===== src/rtl/phy_pkg.sv =====
`default_nettype none
// ============================================================================
// Module      : phy_pkg
// Description : Symbols and state encoding shared by the PHY TX serializer and
//               the downstream serial-to-parallel / IDLE detector.
// Revision    : 1.0 - initial release
// ============================================================================
package phy_pkg;

    localparam logic [7:0] COM_SYM  = 8'hBC;
    localparam logic [7:0] IDLE_SYM = 8'h7C;

    typedef enum logic [0:0] {
        ST_COM    = 1'b0,
        ST_ACTIVE = 1'b1
    } phy_state_t;

endpackage : phy_pkg
`default_nettype wire


===== src/rtl/paralelo_serial_phytx_if.sv =====
`default_nettype none
// ============================================================================
// Module      : paralelo_serial_phytx_if
// Description : Byte valid/ready handshake between upstream and the serializer.
// Revision    : 1.0 - initial release
// ============================================================================
interface paralelo_serial_phytx_if;

    logic [7:0] data_in;
    logic       valid_in;
    logic       ready_out;

    modport master (
        output data_in,
        output valid_in,
        input  ready_out
    );

    modport slave (
        input  data_in,
        input  valid_in,
        output ready_out
    );

endinterface : paralelo_serial_phytx_if
`default_nettype wire


===== src/rtl/paralelo_serial_phytx_piso.sv =====
`default_nettype none
// ============================================================================
// Module      : piso_byte
// Description : 8-bit MSB-first shift register with its bit counter.
// Revision    : 1.0 - initial release
// ============================================================================
module piso_byte (
    input  wire logic       clk_1,
    input  wire logic       reset,
    input  wire logic       load,
    input  wire logic [7:0] load_byte,
    output logic            sout,
    output logic            at_boundary,
    output logic            byte_start
);

    logic [7:0] r_sr;
    logic [2:0] r_bit_cnt;

    always_ff @(posedge clk_1 or negedge reset) begin
        if (!reset) begin
            r_sr      <= 8'h00;
            r_bit_cnt <= 3'd7;
        end else begin
            r_sr      <= load ? load_byte : {r_sr[6:0], 1'b0};
            r_bit_cnt <= at_boundary ? 3'd0 : r_bit_cnt + 3'd1;
        end
    end

    assign sout        = r_sr[7];
    assign at_boundary = (r_bit_cnt == 3'd7);
    assign byte_start  = (r_bit_cnt == 3'd0);

endmodule : piso_byte
`default_nettype wire


===== src/rtl/paralelo_serial_phytx.sv =====
`default_nettype none
// ============================================================================
// Module      : paralelo_serial_phytx
// Description : PHY TX serializer: COM burst after reset, then data bytes with
//               IDLE fill in every slot that upstream leaves empty.
// Revision    : 1.0 - initial release
// ============================================================================
module paralelo_serial_phytx #(
    parameter int         N_COM    = 4,
    parameter logic [7:0] COM_SYM  = phy_pkg::COM_SYM,
    parameter logic [7:0] IDLE_SYM = phy_pkg::IDLE_SYM
) (
    input  wire logic                  clk_1,
    input  wire logic                  reset,
    paralelo_serial_phytx_if.slave     up,
    output logic                       serial_out,
    output logic                       active_out,
    output logic                       idle_ins,
    output logic                       byte_start
);

    import phy_pkg::*;

    localparam int         CW         = $clog2(N_COM + 1);
    localparam logic [CW-1:0] C_COM_LAST = CW'(N_COM - 1);

    phy_state_t  r_state;
    phy_state_t  w_state_nxt;
    logic [CW-1:0] r_com_cnt;
    logic [CW-1:0] w_com_cnt_nxt;
    logic [7:0]  w_next_byte;
    logic        w_idle_load;
    logic        w_at_boundary;
    logic        r_active;
    logic        r_idle_ins;

    piso_byte u_piso (
        .clk_1       (clk_1),
        .reset       (reset),
        .load        (w_at_boundary),
        .load_byte   (w_next_byte),
        .sout        (serial_out),
        .at_boundary (w_at_boundary),
        .byte_start  (byte_start)
    );

    always_ff @(posedge clk_1 or negedge reset) begin
        if (!reset) begin
            r_state    <= ST_COM;
            r_com_cnt  <= '0;
            r_active   <= 1'b0;
            r_idle_ins <= 1'b0;
        end else begin
            r_state    <= w_state_nxt;
            r_com_cnt  <= w_com_cnt_nxt;
            r_idle_ins <= w_idle_load;
            // Sampled only at byte loads so the flag rises with the first post-COM byte
            if (w_at_boundary) begin
                r_active <= (r_state == ST_ACTIVE);
            end
        end
    end

    always_comb begin
        w_state_nxt   = r_state;
        w_com_cnt_nxt = r_com_cnt;
        w_next_byte   = COM_SYM;
        w_idle_load   = 1'b0;
        case (r_state)
            ST_COM: begin
                w_next_byte = COM_SYM;
                if (w_at_boundary) begin
                    if (r_com_cnt == C_COM_LAST) begin
                        w_state_nxt = ST_ACTIVE;
                    end else begin
                        w_com_cnt_nxt = r_com_cnt + CW'(1);
                    end
                end
            end
            ST_ACTIVE: begin
                w_next_byte = up.valid_in ? up.data_in : IDLE_SYM;
                w_idle_load = w_at_boundary && !up.valid_in;
            end
            default: begin
                w_state_nxt = ST_COM;
            end
        endcase
    end

    assign up.ready_out = (r_state == ST_ACTIVE) && w_at_boundary;
    assign active_out   = r_active;
    assign idle_ins     = r_idle_ins;

endmodule : paralelo_serial_phytx
`default_nettype wire


===== src/flat_wrapper.sv =====
// flat-port wrapper written by rule: the top's interface ports become plain ports
module paralelo_serial_phytx_flat import phy_pkg::*;
#(
    parameter int         N_COM    = 4,
    parameter logic [7:0] COM_SYM  = phy_pkg::COM_SYM,
    parameter logic [7:0] IDLE_SYM = phy_pkg::IDLE_SYM
)
  (clk_1, reset, serial_out, active_out, idle_ins, byte_start, up_data_in, up_valid_in, up_ready_out);
  paralelo_serial_phytx_if up_i ();
  input  wire logic clk_1;
  input  wire logic reset;
  output logic serial_out;
  output logic active_out;
  output logic idle_ins;
  output logic byte_start;
  input wire logic [$bits(up_i.data_in)-1:0] up_data_in;
  input wire logic [$bits(up_i.valid_in)-1:0] up_valid_in;
  output wire logic [$bits(up_i.ready_out)-1:0] up_ready_out;
  assign up_i.data_in = up_data_in;
  assign up_i.valid_in = up_valid_in;
  assign up_ready_out = up_i.ready_out;
  paralelo_serial_phytx #(.N_COM(N_COM), .COM_SYM(COM_SYM), .IDLE_SYM(IDLE_SYM)) u_core (.clk_1(clk_1), .reset(reset), .up(up_i), .serial_out(serial_out), .active_out(active_out), .idle_ins(idle_ins), .byte_start(byte_start));
endmodule

===== config.mk =====
export PLATFORM = sky130hd
export DESIGN_NAME = paralelo_serial_phytx_flat
export DESIGN_NICKNAME = d
export VERILOG_FILES = /design/src/rtl/phy_pkg.sv /design/src/rtl/paralelo_serial_phytx_if.sv /design/src/rtl/paralelo_serial_phytx_piso.sv /design/src/rtl/paralelo_serial_phytx.sv /design/src/flat_wrapper.sv
export SDC_FILE = /design/constraint.sdc
export NUM_CORES = 1
export LEC_CHECK = 0
export CELL_PAD_IN_SITES_DETAIL_PLACEMENT = 1
export CELL_PAD_IN_SITES_GLOBAL_PLACEMENT = 1
export CORE_MARGIN = 3
export CORE_UTILIZATION = 35
export CTS_CLUSTER_SIZE = 25
export DETAILED_ROUTE_END_ITERATION = 16
export PLACE_DENSITY = 0.83
export RECOVER_POWER = 25
export SETUP_SLACK_MARGIN = 0.4
export SYNTH_ARGS = -nofsm -noshare
export SYNTH_HDL_FRONTEND = slang
export SYNTH_SLANG_ARGS = --single-unit

===== constraint.sdc =====
create_clock -name clk_1 -period 2.3 [get_ports clk_1]
set_input_delay 0.69 -clock clk_1 [delete_from_list [all_inputs] [get_ports clk_1]]
set_output_delay 0.69 -clock clk_1 [all_outputs]
set_load 0.03 [all_outputs]

# == After elaboration in Yosys (flattened, before gate mapping) ==
# Cells that the tools add are included.
# classes
eq_ne,2
magnitude_cmp,0
n_shift,0
n_bitwise,2
muxes,8
div_mod_pow,0
mul,0
reduce_logical,5
addsub,2
# ops
operator,count
2-to-1 mux 8 bit,2
case mux 8 bit (2 select lines),1
adder 3 x 1 -> 3 bit (second input constant),2
2-to-1 mux 1 bit,4
== test 3 x 2 -> 1 bit (second input constant),1
== test 3 bit (second input constant),1
zero test 3 bit,1
2-to-1 mux 3 bit,1
AND reduction 3 bit,1
logical AND 1 bit,2
NOT 1 bit,2
zero test 1 bit,1
# word_totals
latch_bits,0
memories,0
inputBits,11
rom_bits,0
ram_bits,0
reg_bits,17
word_cells,25
output_inout_bits,5

# == Logic depth before layout (Yosys ltp) ==
# depth
ltp_word,4
depth_mapped,6
mapped_depth_nobuf,4

# == Cells and area by module ==
# From an unflattened synthesis, not the netlist that was laid out.
# unflattened
hier_cells,58
area_unflattened_um2,787.0
# modules_own_cells
module,seq_area_each_um2,area_per_inst_um2,n_inst,cells_each
piso_byte,279.0,464.2,1,28
paralelo_serial_phytx,150.1,322.8,1,30

# == Worst setup path after synthesis ==
# Ideal clock, no wire load.
# synth_path
path_type,reg2out
start,register u_core.u_piso.r_bit_cnt[0]
end,output up_ready_out
arrival_time_ns,1.404
path_buffers,2
t_required_ns,1.610
setup_slack_ns,0.206
path_stages_with_launch,7
path_cell_list,dfstp_2 > ha_1 > ha_1 > buf_2 > buf_4 > nand2_1 > inv_1
# synth_via
elab_chain_cells,2
# synth_rtl
item,line,rtl
start: declaration,paralelo_serial_phytx_piso.sv:18,logic [2:0] r_bit_cnt;
start signal: assignment,paralelo_serial_phytx_piso.sv:26,r_bit_cnt <= at_boundary ? 3'd0 : r_bit_cnt + 3'd1;
== test 3 bit,paralelo_serial_phytx_piso.sv:31,assign at_boundary = (r_bit_cnt == 3'd7);
logical AND 1 bit,paralelo_serial_phytx.sv:90,assign up.ready_out = (r_state == ST_ACTIVE) && w_at_boundary;
end: declaration,flat_wrapper.sv:18,output wire logic [$bits(up_i.ready_out)-1:0] up_ready_out;
# Every way passes these cells.

# == Worst setup path after layout ==
# layout_path
start,register u_core.u_piso.r_bit_cnt[1]
end,output up_ready_out
# The elaborated chain is that of the path after synthesis.

==> flow_metrics.py <==
metrics = {
    "grt": {
        "grt_max_degree": 18,
        "grt_util_all_layers_pct": 12.2,
        "grt_pass1_wl_microns": 2390,
        "grt_pass1_vias": 525,
        "overflow": 0,
        "antenna_found_initial": 0,
    },
    "power_and_ir_drop": {
        "p_leak_nw": 0.446,
        "swShare_pct": 22.0,
        "ir_drop_uv": 329,
        "p_clk_share_pct": 31.7,
        "pwr-share-comb_pct": 7.2,
        "p_sw_mw": 0.110,
        "powerDensity_nw_per_um2": 508,
        "power.share.sequential_pct": 61.1,
        "intPower_mw": 0.391,
    },
    "setup_path": {
        "critical_path_class": "reg -> out",
        "cp-end-kind": "output port",
        "worstPathArrival_ns": 1.39,
        "crit_fanout": 3,
        "required_ns": 1.61,
        "startpoint_type": "register",
    },
    "timing": {
        "period_minus_slack_ns": 2.08,
        "clock.fmax_mhz": 481,
        "hold_violations": 0,
        "timing.setup.tns_ns": 0,
        "slew_headroom_pct": 40.6,
        "worst_hold_slack_ns": 0.492,
        "finalCritPeriodShare_pct": 90.5,
        "drv_slew": 0,
        "rsz0062_at_grt": "yes",
        "setup_violations": 0,
        "worst_slew_pin_slew_ns": 0.890,
        "fin_worst_skew_ns": 0.00265,
    },
    "floorplan": {
        "ios": 16,
        "core-area_sq_um": 2000,
        "dieArea_sq_um": 2750,
        "fp.dieH_microns": 52.4,
        "rows": 16,
        "die_w_microns": 52.4,
        "start_util_pct": 37.7,
    },
    "yosys": {
        "yosysSeqAreaShare_pct": 56.9,
        "ys_ff_latch": 17,
        "netlist_area_sq_um": 754,
        "syn-num-nets": 82,
        "synthesis.yosys.warnings": 0,
        "syn_area_per_cell_sq_um": 11.6,
        "ys_types": 21,
        "synthCells": 65,
    },
    "clocking": {
        "clk_path_buf_depth": 2,
        "postCtsSetupBuffers": 0,
        "htree_levels": 1,
        "clkTransAtPathRegs_ns": 0.10,
        "clk_latency_ns": 0.28,
        "root_buffer": "clkbuf_4",
        "cts_sinks": 17,
        "tritoncts": "yes",
        "cts_made_buffers": 3,
    },
    "detailed_routing": {
        "routed_via_density": 4.60,
        "num_vias": 501,
        "drt-pass1-iter-count": 4,
        "top_layer_used": "met4",
        "wl_met3_microns": 54,
        "wire_per_inst_microns": 13.0,
        "dr.first_iter.drc_count": 2,
        "wl_microns": 1410,
        "antenna_left": 0,
        "routed-wl-met2_microns": 780,
        "met1Wirelength_microns": 568,
        "drc": 0,
    },
    "hold_path": {
        "hold_class": "reg -> reg",
    },
    "status": {
        "run_status": "finished clean",
    },
    "final_layout": {
        "antenna_cells_inserted": 0,
        "drive_gt1_share_pct": 19.5,
        "syn2layout_area_growth_pct": 30.8,
        "final_nets": 100,
    },
    "placement": {
        "hpwl_microns": 1050,
        "place.gp.congestion": 0.700,
        "port_buffers": 15,
    },
    "flow_run": {
        "drv_cap": 0,
    },
}
## final cells by class
type	count	area, sq um
Tap cell	27	33.8
Inverter	10	40.0
Fill cell	235	1010
Multi-Input combinational cell	34	298
Sequential cell	17	429
Clock buffer	3	22.5
Timing Repair Buffer	17	156
Clock inverter	1	7.51
## worst paths after layout
path                                       startpoint               endpoint  slack (ns)  cells past startpoint
max                        u_core.u_piso.r_bit_cnt[1]           up_ready_out        0.22                      5
max reg2reg                u_core.u_piso.r_bit_cnt[1]    u_core.r_com_cnt[1]        0.61                      4
max in group asynchronous                       reset  u_core.u_piso.r_sr[1]        0.73                      2
min reg2reg                       u_core.r_com_cnt[0]    u_core.r_com_cnt[0]        0.49                      1
min                               u_core.r_com_cnt[0]    u_core.r_com_cnt[0]        0.49                      1
min in group asynchronous                       reset  u_core.u_piso.r_sr[5]        1.03                      2
## registers in the layout, summed over array words and instances, names as in the netlist
name / cells
u_core.idle_ins: 1
u_core.r_com_cnt: 3
u_core.r_state: 1
u_core.active_out: 1
u_core.u_piso.r_bit_cnt: 3
u_core.u_piso.r_sr: 8
## layer usage
layer	vias up	GRT usage (%)
met4	0	2.55
met5	-	0
li1	245	-
met1	245	14.0
met3	2	3.70
met2	9	21.9
## power groups by stage
stage               logic (mW)  registers (mW)  clock network, mW
global placement        0.0380           0.312                  0
finish                  0.0363           0.306              0.159
floorplan               0.0100           0.314                  0
global route            0.0401           0.307              0.192
detailed placement      0.0392           0.312                  0
CTS                     0.0387           0.307              0.166
## Yosys cell counts
library cell  number  area, sq um
buf_2              3         15.0
dfrtp_1           14          350
mux2i_1            1         10.0
nor2b_1            3         18.8
nor3b_4            1         18.8
a21o_1             1         7.51
a31o_2             1         8.76
ha_1               6         75.1
inv_1             10         37.5
dfstp_2            3         78.8
xor2_1             1         8.76
nand4_1            1         6.26
o21ai_0            2         10.0
mux2_1             1         11.3
a31oi_1            1         6.26
and4_1             1         8.76
buf_4              1         7.51
nand2_1            2         7.51
nor2_1             7         26.3
a41oi_1            4         35.0
nand2b_1           1         6.26
## repair_timing
item,4_1_cts,5_1_grt
endpoints found under the setup margin,5,2
hold buffers,0,0
pin swaps,0,0
resized for setup,10,2
## critical path: stages, from the launching register on
cell	delay, ns
dfstp_2	0.57
ha_4	0.15
ha_4	0.14
nand2_4	0.06
inv_4	0.07
buf_6	0.12
## per-stage QoR
stage	total power, mW	std cells	setup slack (ns)	util, %	cell area (sq um)
5_1_grt	0.540	109	0.123	49.3	987
2_1_floorplan	0.324	65	0.400	-	790
3_3_place_gp	0.350	105	0.152	47.6	953
4_1_cts	0.511	109	0.202	49.4	988
6_report	0.502	109	0.219	49.3	987
3_5_place_dp	0.351	105	0.139	47.6	953
## layout by cell type (no fill, tap or decap)
cell type,synthesis,routed
dfrtp_1,14,14
inv_1,10,9
clkdlybuf4s50_1,0,9
nor2_1,7,7
a41oi_1,4,4
ha_1,6,4
nor2b_1,3,3
clkbuf_4,0,3
dlygate4sd2_1,0,3
dfstp_2,3,3
o21ai_0,2,2
ha_4,0,2
buf_4,1,2
nand2b_1,1,1
a31o_2,1,1
nand4_1,1,1
and4_1,1,1
nand2_4,0,1
inv_4,0,1
a21o_1,1,1
nand2_1,2,1
a31oi_1,1,1
nor3b_4,1,1
mux2_1,1,1
xor2_1,1,1
mux2i_1,1,1
clkinvlp_4,0,1
dlygate4sd3_1,0,1
buf_6,0,1
clkbuf_1,0,1
## logic make-up after synthesis
| logic type | count (synthesis) | share of synthesized area, % |
|---|---|---|
| compound gates | 9 | 8.96 |
| xor+xnor | 1 | 1.16 |
| fa+ha+maj | 6 | 9.95 |
| buf+inv | 14 | 7.96 |
| flops | 17 | 56.9 |
| mux | 2 | 2.82 |
| simple gates | 16 | 12.3 |
Note: power is estimated with default switching activity, not from simulation.
